===== src/rtl/stream_pkg.sv =====
// stream_pkg: shared source ids and FSM encoding for the stream arbiter
package stream_pkg;
    localparam logic SRC_A = 1'b0;
    localparam logic SRC_B = 1'b1;
    typedef enum logic {ST_EMPTY = 1'b0, ST_FULL = 1'b1} state_e;
endpackage


===== src/rtl/stream_arb_2x1_if.sv =====
// stream_arb_2x1_if: two valid/ready sources, select and one valid/ready output
interface stream_arb_2x1_if #(parameter int DATA_W = 8);
    logic              a_valid, a_ready, b_valid, b_ready, s, y_valid, y_ready;
    logic [DATA_W-1:0] a_data, b_data, y_data;
    modport slave (
        input  a_valid, a_data, b_valid, b_data, y_ready,
        output a_ready, b_ready, s, y_valid, y_data
    );
    modport master (
        output a_valid, a_data, b_valid, b_data, y_ready,
        input  a_ready, b_ready, s, y_valid, y_data
    );
endinterface


===== src/rtl/rr_grant_2.sv =====
// rr_grant_2: combinational two-way round-robin grant
module rr_grant_2
    import stream_pkg::*;
(
    input  logic a_valid_i,
    input  logic b_valid_i,
    input  logic last_grant_i,
    output logic gnt_a_o,
    output logic gnt_b_o,
    output logic any_o
);
    assign gnt_a_o = a_valid_i & (~b_valid_i | (last_grant_i == SRC_B));
    assign gnt_b_o = b_valid_i & (~a_valid_i | (last_grant_i == SRC_A));
    assign any_o   = a_valid_i | b_valid_i;
endmodule


===== src/rtl/stream_arb_2x1.sv =====
// stream_arb_2x1: round-robin 2:1 stream arbiter with a one-word registered output
module stream_arb_2x1
    import stream_pkg::*;
#(
    parameter int DATA_W = 8
) (
    input  logic              clk,
    input  logic              rst_n,
    stream_arb_2x1_if.slave   io
);
    state_e            state_q, state_d;
    logic              last_q, last_d, s_q, s_d;
    logic [DATA_W-1:0] y_data_q, y_data_d;
    logic              gnt_a, gnt_b, any, load, xfer;

    rr_grant_2 u_grant (
        .a_valid_i    (io.a_valid),
        .b_valid_i    (io.b_valid),
        .last_grant_i (last_q),
        .gnt_a_o      (gnt_a),
        .gnt_b_o      (gnt_b),
        .any_o        (any)
    );

    assign load = (state_q == ST_EMPTY) | io.y_ready;
    assign xfer = load & any;

    always_comb begin
        state_d  = xfer ? ST_FULL : (io.y_ready ? ST_EMPTY : state_q);
        s_d      = xfer ? (gnt_b ? SRC_B : SRC_A) : s_q;
        last_d   = xfer ? s_d : last_q;
        y_data_d = xfer ? (gnt_b ? io.b_data : io.a_data) : y_data_q;
    end

    always_ff @(posedge clk or negedge rst_n) begin
        if (!rst_n) begin
            state_q  <= ST_EMPTY;
            s_q      <= SRC_A;
            last_q   <= SRC_B;
            y_data_q <= '0;
        end else begin
            state_q  <= state_d;
            s_q      <= s_d;
            last_q   <= last_d;
            y_data_q <= y_data_d;
        end
    end

    // readies are gated by rst_n so nothing is accepted while flops are held in reset
    assign io.a_ready = rst_n & load & gnt_a;
    assign io.b_ready = rst_n & load & gnt_b;
    assign io.y_valid = (state_q == ST_FULL);
    assign io.y_data  = y_data_q;
    assign io.s       = s_q;
endmodule

===== src/flat_wrapper.sv =====
// flat-port wrapper written by rule: the top's interface ports become plain ports
module stream_arb_2x1_flat import stream_pkg::*;
#(
    parameter int DATA_W = 8
)
  (clk, rst_n, io_a_valid, io_a_data, io_b_valid, io_b_data, io_y_ready, io_a_ready, io_b_ready, io_s, io_y_valid, io_y_data);
  stream_arb_2x1_if #(.DATA_W(DATA_W)) io_i ();
  input  logic clk;
  input  logic rst_n;
  input wire logic [$bits(io_i.a_valid)-1:0] io_a_valid;
  input wire logic [$bits(io_i.a_data)-1:0] io_a_data;
  input wire logic [$bits(io_i.b_valid)-1:0] io_b_valid;
  input wire logic [$bits(io_i.b_data)-1:0] io_b_data;
  input wire logic [$bits(io_i.y_ready)-1:0] io_y_ready;
  output wire logic [$bits(io_i.a_ready)-1:0] io_a_ready;
  output wire logic [$bits(io_i.b_ready)-1:0] io_b_ready;
  output wire logic [$bits(io_i.s)-1:0] io_s;
  output wire logic [$bits(io_i.y_valid)-1:0] io_y_valid;
  output wire logic [$bits(io_i.y_data)-1:0] io_y_data;
  assign io_i.a_valid = io_a_valid;
  assign io_i.a_data = io_a_data;
  assign io_i.b_valid = io_b_valid;
  assign io_i.b_data = io_b_data;
  assign io_i.y_ready = io_y_ready;
  assign io_a_ready = io_i.a_ready;
  assign io_b_ready = io_i.b_ready;
  assign io_s = io_i.s;
  assign io_y_valid = io_i.y_valid;
  assign io_y_data = io_i.y_data;
  stream_arb_2x1 #(.DATA_W(DATA_W)) u_core (.clk(clk), .rst_n(rst_n), .io(io_i));
endmodule

===== config.mk =====
export PLATFORM = sky130hd
export DESIGN_NAME = stream_arb_2x1_flat
export DESIGN_NICKNAME = d
export VERILOG_FILES = /design/src/rtl/stream_pkg.sv /design/src/rtl/stream_arb_2x1_if.sv /design/src/rtl/rr_grant_2.sv /design/src/rtl/stream_arb_2x1.sv /design/src/flat_wrapper.sv
export SDC_FILE = /design/constraint.sdc
export NUM_CORES = 1
export LEC_CHECK = 0
export ABC_AREA = 1
export BUFFER_PORTS_ARGS = -buffer_cell sky130_fd_sc_hd__buf_4
export CAP_MARGIN = 20
export CORE_UTILIZATION = 38
export CTS_CLUSTER_DIAMETER = 50
export DETAILED_ROUTE_END_ITERATION = 12
export PLACE_DENSITY = 0.84
export SLEW_MARGIN = 25
export SYNTH_ARGS = -nofsm -noshare
export SYNTH_HDL_FRONTEND = slang
export SYNTH_SLANG_ARGS = --single-unit

===== constraint.sdc =====
create_clock -name clk -period 0.95 [get_ports clk]
set_input_delay 0.095 -clock clk [delete_from_list [all_inputs] [get_ports clk]]
set_output_delay 0.095 -clock clk [all_outputs]
set_load 0.01 [all_outputs]

==> results.json, run 1 <==
{
  "ys_seq_area_frac": 0.458,
  "synthArstFlopShare": 1.00,
  "fmax_mhz": 819,
  "drive_above_1_share": 0.437,
  "synth-compound-area-share": 0.00828,
  "synth-simple-area-share": 0.402,
  "synth-adder-area-share": 0,
  "final_hold_viol_count": 0,
  "via_count": 690,
  "finalMaxSlewViolations": 0,
  "vdd_drop_max_uv": 845,
  "fin_nets": 157,
  "drt-pass1-iter-count": 4,
  "grt_pass1_vias": 684,
  "crit_path_max_fanout": 3,
  "hold_path_class": "input pin to register",
  "drt_iter0_drc": 9,
  "clk_pin_slew_ps": 80,
  "cts_sinks": 11,
  "period_share": 1.29,
  "status": "finished, violations left",
  "grt_pass1_wl_um": 2760,
  "synthTopCellsByCount": "31 x nand2_1, 19 x inv_1, 17 x nand3_1",
  "cts_root_buf": "clkbuf_4",
  "startpoint_type": "register",
  "synth_flop_cell": "dfrtp_1",
  "routed_wirelength_um": 1710,
  "yosysUniqueCellTypes": 12,
  "grt_overflow": 0,
  "cts_tree": "done",
  "htree_levels": 1,
  "arrival_ps": 1130,
  "maxSlewHeadroom": 0.888,
  "antenna_found_initial": 0,
  "ioPinCount": 33,
  "wl_per_cell_um": 11.3,
  "clk_latency_ps": 270,
  "cts_made_buffers": 3,
  "max_stage_delay_ps": 570,
  "clockBufferDepth": 2,
  "syn_nets": 109,
  "fin_ws_ps": -271,
  "cp.required_ps": 850,
  "start_util": 0.406,
  "diodes": 0,
  "place_hpwl_um": 1150,
  "grt_usage": 0.208,
  "dieArea_um2": 1750,
  "cp_slowest_cell": "dfstp_2",
  "path_class": "register to output port",
  "post-route-min-period_ps": 1220,
  "final_util": 0.708,
  "fillers": 138,
  "synth_top_family_by_area": "simple AND/OR/NAND/NOR gates",
  "yosysTopAreaCellShare": 0.414,
  "rsz0062_at_grt": "yes",
  "p_total_uw": 1410,
  "setup-violations-final": 13,
  "drv_cap": 0,
  "drt-vias-per-instance": 4.57,
  "synth.most_common_cell": "nand2_1",
  "ys_warn_count": 0,
  "violations": "negative setup slack",
  "synth_edf_count": 0,
  "port_buffers": 32,
  "fp.dieW_um": 41.9,
  "synth-xor-area-share": 0,
  "power_density_nw_per_um2": 1340,
  "syn_area_per_cell_um2": 6.87,
  "synth.ff_latch_count": 11,
  "netlist_area_um2": 604,
  "p_leak_uw": 0.000628,
  "yosys.area.top_type": "dfrtp_1",
  "core_area_um2": 1490,
  "syn2layout_area_growth_pct": 74.3,
  "post-place-ws_ps": -118,
  "synthMuxAreaShare": 0,
  "synth_cells": 88,
  "tightest_slew_ps": 167,
  "fin_worst_skew_ps": 1.85,
  "endpoint_kind": "output port",
  "synth_area_leaders": "dfrtp_1 41%, nand2_1 19%, nand3_1 14%",
  "num_rows": 14,
  "chipHeight_um": 41.9,
  "hold_ws_ps": 80.5,
  "grt_max_degree": 12,
  "ant_nets": 0,
  "drcViolationCount": 0,
  "crit_chain": "o21ai_1 > nor2_2 > buf_4",
  "place_congestion": 0.697
}
-- final timing paths --
| check | startpoint | end | slack, ps | cells past startpoint |
|---|---|---|---|---|
| min reg2reg | u_core.last_q$_DFFE_PN1P_ | u_core.last_q$_DFFE_PN1P_ | 490 | 2 |
| max reg2reg | u_core.last_q$_DFFE_PN1P_ | u_core.io.y_data[1]$_DFFE_PN0P_ | -230 | 6 |
| max in group asynchronous | rst_n | u_core.last_q$_DFFE_PN1P_ | 410 | 3 |
| min in group asynchronous | rst_n | u_core.io.y_data[2]$_DFFE_PN0P_ | 310 | 3 |
| min | io_a_valid | u_core.io.y_valid$_DFFE_PN0P_ | 80 | 3 |
| max | u_core.last_q$_DFFE_PN1P_ | io_a_ready | -270 | 3 |
-- registers in the layout, indices dropped and copies added, names as in the netlist --
register / count
u_core.io.y_valid: 1
u_core.io.y_data: 8
u_core.io.s: 1
u_core.last_q: 1
-- repair_timing --
item | 4_1_cts | 5_1_grt
pin swaps | 3 | 4
setup endpoints to repair | 13 | 13
cloned | 0 | 0
hold endpoints to repair | 11 | 0
hold buffers | 1 | 0
buffers inserted | 6 | 0
resized for setup | 9 | 6
-- per-stage QoR --
| step | std cells | cell area [um^2] | TNS (ps) |
|---|---|---|---|
| floorplan | 88 | 617 | -396 |
| global placement | 140 | 922 | -880 |
| detailed placement | 140 | 922 | -1080 |
| CTS | 151 | 1030 | -2470 |
| global route | 151 | 1050 | -3190 |
| finish | 151 | 1050 | -2550 |
-- final cells by class --
| cell class | count | area (um^2) | share of cell area |
|---|---|---|---|
| clock buffers | 4 | 26.3 | 0.0249 |
| inverters | 20 | 77.6 | 0.0736 |
| multi-input cells | 56 | 297 | 0.281 |
| flip-flops and latches | 11 | 277 | 0.262 |
| well taps | 16 | 20.0 | 0.0190 |
| repair buffers | 44 | 357 | 0.338 |
-- placed cells by master (no fill, tap or decap) --
master | Yosys | layout
nand3_1 | 17 | 17
nand2_1 | 31 | 28
nor2_2 | 1 | 3
nand2_4 | 0 | 3
clkbuf_1 | 0 | 1
nand2_8 | 0 | 1
buf_12 | 0 | 1
o21ai_1 | 0 | 1
buf_6 | 0 | 3
inv_4 | 0 | 1
dlygate4sd3_1 | 0 | 1
inv_1 | 19 | 18
inv_2 | 1 | 1
dfstp_2 | 1 | 1
dfrtp_1 | 10 | 10
nor2_4 | 1 | 2
nand2_2 | 2 | 1
buf_4 | 0 | 39
clkbuf_4 | 0 | 3
-- critical path, delay by kind of cell, from the launching register on --
family / cells / cell delay (ps)
compound gates: 1 / 80
buf+inv: 1 / 120
flops: 1 / 570
simple gates: 1 / 100
-- where the power goes --
part	internal, uW	switching [uW]
registers	542	47.0
clock network	162	170
logic	262	231
-- kinds of logic after synthesis --
kind of cell           Yosys count
AOI/OAI and AO/OA                1
buffers and inverters           21
DFF                             11
and+or+nand+nor                 55
-- routing by layer --
metal | global-route usage | vias up | part of all wire
met5 | 0 | - | 0
met4 | 0.0581 | 0 | 0.0047
met3 | 0.0522 | 2 | 0.082
met2 | 0.363 | 30 | 0.52
met1 | 0.253 | 302 | 0.39
li1 | - | 356 | -
No activity file was read; power rests on OpenSTA's default activity.
==> run 2: changes to the inputs <==
--- a/config.mk
+++ b/config.mk
@@ -5,13 +5,13 @@
 export SDC_FILE = /design/constraint.sdc
 export NUM_CORES = 1
 export LEC_CHECK = 0
-export ABC_AREA = 1
+export ABC_AREA = 0
 export BUFFER_PORTS_ARGS = -buffer_cell sky130_fd_sc_hd__buf_4
 export CAP_MARGIN = 20
-export CORE_UTILIZATION = 38
+export CORE_UTILIZATION = 36
 export CTS_CLUSTER_DIAMETER = 50
 export DETAILED_ROUTE_END_ITERATION = 12
-export PLACE_DENSITY = 0.84
+export PLACE_DENSITY = 0.82
 export SLEW_MARGIN = 25
 export SYNTH_ARGS = -nofsm -noshare
 export SYNTH_HDL_FRONTEND = slang
==> run 2 against run 1 <==
Against the previous run:
- the run still ends with negative setup slack left
- clock skew rose by 3.0 ps
- design area is 5.1% lower
- critical path depth increased by 2
- sequential power up 2%
- hold slack better by 2.6 ps
- die area fell by 3.5%
- routed wire length increased by 3.9%
- largest power group unchanged
- largest cell class is now multi-input gates
- cell count decreased by 22%
- clock-buffer cell count is the same
- first-iteration DRC count increased to 3.1 times the previous value
==> results.json, run 2 <==
{
  "status": "finished, violations left",
  "violations": "negative setup slack",
  "clockBufferDepth": 2,
  "core_area_um2": 1370,
  "final_hold_viol_count": 0,
  "synth.ff_latch_count": 11,
  "cts_sinks": 11,
  "finalMaxSlewViolations": 0,
  "worstHoldPathCells": 3,
  "chipHeight_um": 41.2,
  "fp.dieW_um": 41.2,
  "vdd_drop_max_uv": 961,
  "ys_warn_count": 0,
  "rr_startpoint": "u_core.io.y_valid$_DFFE_PN0P_",
  "path_class": "register to output port",
  "largest_register_ffs": 8,
  "post-place-ws_ps": -225,
  "p_leak_uw": 0.000469,
  "cp.required_ps": 850,
  "post-route-min-period_ps": 1240,
  "hold_ws_ps": 83.1,
  "synth.most_common_cell": "nand2_1",
  "synth_area_leaders": "dfrtp_1 45%, nand2_1 12%, a31oi_1 9.1%",
  "yosys.area.top_type": "dfrtp_1",
  "grt_usage": 0.231,
  "antenna_found_initial": 0,
  "drive_above_1_share": 0.621,
  "synth_cells": 60,
  "clk_pin_slew_ps": 70,
  "clk_latency_ps": 270,
  "fin_nets": 125,
  "endpoint_kind": "output port",
  "fmax_mhz": 806,
  "drt_iter0_drc": 28,
  "cts_made_buffers": 3,
  "num_rows": 13,
  "multiInputGateArea_um2": 342,
  "drt-pass1-iter-count": 4,
  "fin_ws_ps": -291,
  "period_share": 1.31,
  "drcViolationCount": 0,
  "yosysTopAreaCellShare": 0.454,
  "tns_ps": -2600,
  "final_common_cell": "buf_4",
  "port_buffers": 32,
  "synthTopCellsByCount": "17 x nand2_1, 10 x dfrtp_1, 8 x a21oi_1, 8 x a31oi_1",
  "grt_pass1_vias": 565,
  "syn_area_per_cell_um2": 9.20,
  "drv_cap": 0,
  "p_total_uw": 1460,
  "min_from": "io_a_data[4]",
  "seqCellArea_um2": 277,
  "ant_nets": 0,
  "grt_max_degree": 12,
  "startpoint_type": "register",
  "diodes": 0,
  "via_count": 632,
  "arrival_ps": 1150,
  "mostFrequentLayoutCells": "37 x buf_4, 13 x nand2_1, 10 x dfrtp_1",
  "hold_path_class": "input pin to register",
  "fillers": 107,
  "rsz0062_at_grt": "yes",
  "power_density_nw_per_um2": 1460,
  "fin_worst_skew_ps": 4.87,
  "final_cells": 118,
  "syn_nets": 81,
  "cts_tree": "done",
  "ys_seq_area_frac": 0.501,
  "start_util": 0.404,
  "ioPinCount": 33,
  "dieArea_um2": 1690,
  "place_congestion": 0.791,
  "place_hpwl_um": 1090,
  "maxSlewHeadroom": 0.811,
  "drt-vias-per-instance": 5.36,
  "netlist_area_um2": 552,
  "grt_pass1_wl_um": 2490,
  "yosysUniqueCellTypes": 16,
  "wl_per_cell_um": 15.1,
  "htree_levels": 1,
  "tightest_slew_ps": 282,
  "grt_overflow": 0,
  "routed_wirelength_um": 1780,
  "synthArstFlopShare": 1.00,
  "synth_flop_cell": "dfrtp_1",
  "startpoint": "u_core.io.y_valid$_DFFE_PN0P_",
  "synth_edf_count": 0,
  "reg2regPathDepth": 4,
  "crit_path_max_fanout": 2,
  "place_inst": 108,
  "cts_root_buf": "clkbuf_4",
  "syn2layout_area_growth_pct": 81.2,
  "setup-violations-final": 12
}
==> run 2: cells by family after synthesis <==
| family | synth area share |
|---|---|
| muxes | 0.0544 |
| buffers and inverters | 0.0612 |
| and+or+nand+nor | 0.179 |
| AOI/OAI and AO/OA | 0.204 |
| DFF | 0.501 |
==> run 2: worst paths after layout <==
path                                                   endpoint  slack, ps
worst min register to register            u_core.io.s$_DFF_PN0_        530
min in group asynchronous       u_core.io.y_data[1]$_DFFE_PN0P_        330
worst max register to register            u_core.io.s$_DFF_PN0_       -250
worst max-delay path                                 io_a_ready       -290
max in group asynchronous             u_core.last_q$_DFFE_PN1P_        400
worst min-delay path            u_core.io.y_data[4]$_DFFE_PN0P_         80
==> run 2: stage by stage <==
step	util	instance area, um^2
after floorplan	-	566
after global placement	0.602	822
after detailed placement	0.602	822
after CTS	0.686	937
after global routing	0.732	1000
final	0.732	1000
==> run 2: final cells by class <==
cell class	count	area share
clock buffer	4	0.0263
inverter	1	0.00375
multi-input combinational	45	0.342
sequential	11	0.277
tap	15	0.0188
timing repair buffer	42	0.333
==> run 2: layer usage <==
layer,share of wire,wire length (um),global-route usage
met5,0,0,0
met4,0.013,23,0.105
met3,0.082,145,0.0598
met2,0.51,900,0.383
met1,0.40,708,0.278
==> run 2: critical path, cell delays in order (launching register included) <==
cell and delay (ps):
dfrtp_1 380, nand2b_1 120, buf_6 120, nand2_4 40, nor2_2 100, buf_4 120
==> run 2: what timing repair did <==
action / in CTS / in global routing
gates cloned: 1 / 0
hold buffers: 1 / 0
endpoints found under the setup margin: 12 / 14
pin swaps: 6 / 6
hold endpoints to repair: 11 / 0
buffers inserted: 4 / 0
gates resized for setup: 9 / 12
==> run 2: power by group <==
group | total [uW] | switching, uW | internal [uW]
clock | 315 | 152 | 162
sequential | 602 | 53.8 | 548
combinational | 547 | 244 | 302
==> run 3: changes to the inputs <==
--- a/config.mk
+++ b/config.mk
@@ -8,11 +8,12 @@
 export ABC_AREA = 0
 export BUFFER_PORTS_ARGS = -buffer_cell sky130_fd_sc_hd__buf_4
 export CAP_MARGIN = 20
-export CORE_UTILIZATION = 36
+export CORE_UTILIZATION = 37
 export CTS_CLUSTER_DIAMETER = 50
 export DETAILED_ROUTE_END_ITERATION = 12
-export PLACE_DENSITY = 0.82
+export PLACE_DENSITY = 0.72
 export SLEW_MARGIN = 25
 export SYNTH_ARGS = -nofsm -noshare
 export SYNTH_HDL_FRONTEND = slang
+export SYNTH_HIERARCHICAL = 1
 export SYNTH_SLANG_ARGS = --single-unit
==> run 3 against run 2 <==
Against the previous run:
- the run still ends with negative setup slack left
- via count fell by 14%
- non-clock buffer count fell by 3
- design area fell by 7.3%
- register-to-register slack got worse by 60 ps
- power fell by 7.2%
- sequential share of layout area rose by 2.2 points
- critical path type unchanged
- clock power barely moved
==> results.json, run 3 <==
{
  "via_count": 546,
  "synth_cells": 51,
  "cp_slowest_cell": "dfstp_2",
  "cts_made_buffers": 3,
  "drt-vias-per-instance": 5.25,
  "grt_pass1_wl_um": 2240,
  "period_share": 1.42,
  "reg2reg_slack_ps": -310,
  "p_leak_uw": 0.000445,
  "ioPinCount": 33,
  "fmax_mhz": 743,
  "cts_root_buf": "clkbuf_4",
  "chipHeight_um": 41.6,
  "hold_path_class": "input pin to register",
  "routed_wirelength_um": 1380,
  "final_util": 0.671,
  "p_total_uw": 1360,
  "port_buffers": 32,
  "synthTopCellsByCount": "10 x dfrtp_1, 8 x a21oi_1, 8 x a31oi_1, 8 x mux2i_1",
  "arrival_ps": 1250,
  "start_util": 0.420,
  "grt_usage": 0.165,
  "ant_nets": 0,
  "drive_above_1_share": 0.551,
  "antenna_found_initial": 0,
  "cts_tree": "done",
  "synth_edf_count": 0,
  "path_class": "register to output port",
  "synthArstFlopShare": 1.00,
  "cp.required_ps": 850,
  "startpoint_type": "register",
  "final_common_cell": "buf_4",
  "fp.dieW_um": 41.6,
  "synth_area_leaders": "dfrtp_1 43%, mux2i_1 14%, a31oi_1 8.6%",
  "max_stage_delay_ps": 540,
  "drt_iter0_drc": 5,
  "dieArea_um2": 1730,
  "rsz0062_at_grt": "yes",
  "drcViolationCount": 0,
  "final_hold_viol_count": 0,
  "fin_ws_ps": -395,
  "netlist_area_um2": 581,
  "core_area_um2": 1380,
  "tightest_slew_ps": 535,
  "wl_per_cell_um": 13.2,
  "power_density_nw_per_um2": 1460,
  "violations": "negative setup slack",
  "htree_levels": 1,
  "diodes": 0,
  "vdd_drop_max_uv": 971,
  "syn_nets": 72,
  "cts_sinks": 11,
  "yosys.area.top_type": "dfrtp_1",
  "endpoint_kind": "output port",
  "fin_worst_skew_ps": 1.27,
  "syn2layout_area_growth_pct": 59.7,
  "clk_latency_ps": 260,
  "crit_path_max_fanout": 2,
  "post-route-min-period_ps": 1350,
  "syn_area_per_cell_um2": 11.4,
  "yosysTopAreaCellShare": 0.431,
  "clk_pin_slew_ps": 70,
  "maxSlewHeadroom": 0.642,
  "grt_max_degree": 18,
  "synth.most_common_cell": "dfrtp_1",
  "ys_seq_area_frac": 0.476,
  "setup-violations-final": 12,
  "largest_register_ffs": 8,
  "place_congestion": 0.697,
  "fillers": 115,
  "post-place-ws_ps": -457,
  "mostFrequentLayoutCells": "32 x buf_4, 10 x dfrtp_1, 8 x mux2i_1, 8 x a21oi_1, 8 x a31oi_1",
  "finalMaxSlewViolations": 0,
  "clockBufferDepth": 2,
  "grt_pass1_vias": 533,
  "place_hpwl_um": 907,
  "num_rows": 13,
  "grt_overflow": 0,
  "crit_chain": "inv_1 > a21boi_2 > and3_4 > buf_6",
  "drv_cap": 0,
  "ys_warn_count": 6,
  "yosysUniqueCellTypes": 17,
  "synth_flop_cell": "dfrtp_1",
  "status": "finished, violations left",
  "fin_nets": 111,
  "drt-pass1-iter-count": 2,
  "synth.ff_latch_count": 11
}
[run 3: cell count changes in the layout (fill, tap and decap cells not counted), moves of 3 or more]
cell / before / now
a21oi_2: 4 / 0
a31oi_1: 5 / 8
buf_4: 37 / 32
mux2i_1: 0 / 8
nand2_2: 3 / 0
a21oi_1: 4 / 8
nand2_1: 13 / 1
[run 3: layout make-up]
class	instances	area (um^2)	area share
well taps	15	18.8	0.0202
multi-input cells	34	275	0.297
repair buffers	39	327	0.352
inverters	1	3.75	0.00405
flip-flops and latches	11	277	0.298
clock buffers	4	26.3	0.0283
[run 3: path summary, 6_finish.rpt]
check	startpoint	end	cells after the start
min in group asynchronous	rst_n	u_core/io.y_data[6]$_DFFE_PN0P_	2
min reg2reg	u_core/io.s$_DFF_PN0_	u_core/io.s$_DFF_PN0_	1
max	u_core/last_q$_DFFE_PN1P_	io_a_ready	4
max in group asynchronous	rst_n	u_core/last_q$_DFFE_PN1P_	2
max reg2reg	u_core/last_q$_DFFE_PN1P_	u_core/io.y_data[6]$_DFFE_PN0P_	5
min	io_a_data[2]	u_core/io.y_data[2]$_DFFE_PN0P_	3
[run 3: per-stage QoR]
step	hold slack [ps]	std cells	area [um^2]	TNS [ps]
5_1_grt	156	104	927	-4070
2_1_floorplan	-201	51	589	-1210
6_report	150	104	927	-3370
3_5_place_dp	-57.0	96	833	-4730
3_3_place_gp	-57.5	96	833	-4270
4_1_cts	146	104	915	-3460
[run 3: routing by layer]
layer,share of wire,wire length (um),up-vias,global-route usage
li1,-,-,264,-
met1,0.41,566,263,0.200
met2,0.54,747,19,0.303
met3,0.045,62,0,0.0261
met4,0,0,0,0.0387
met5,0,0,-,0
[run 3: critical path: cells and delay by family (launching register included)]
family	cells	cell delay, ps
flip-flops	1	540
AND/OR/NAND/NOR	1	190
buffers and inverters	2	140
AO/OA/AOI/OAI	1	120
[run 3: repair_timing]
action | CTS | global route
gates resized for setup | 5 | 3
hold endpoints to repair | 11 | 0
hold buffers | 1 | 0
pin swaps | 3 | 1
endpoints found under the setup margin | 12 | 12
setup buffers | 3 | 0
[run 3: power breakdown]
part           internal [uW]  total, uW  switching (uW)
sequential               544        584            39.8
clock                    162        313             151
combinational            271        460             189
[run 3: cells by family (layout without fill, tap and decap cells)]
kind of cell           count (synthesis)  after routing  share of synthesized area
flip-flops                            11             11                      0.476
multiplexers                          10             10                      0.177
AO/OA/AOI/OAI                         18             18                      0.181
AND/OR/NAND/NOR                        6              6                     0.0733
buffers and inverters                  6             44                     0.0927
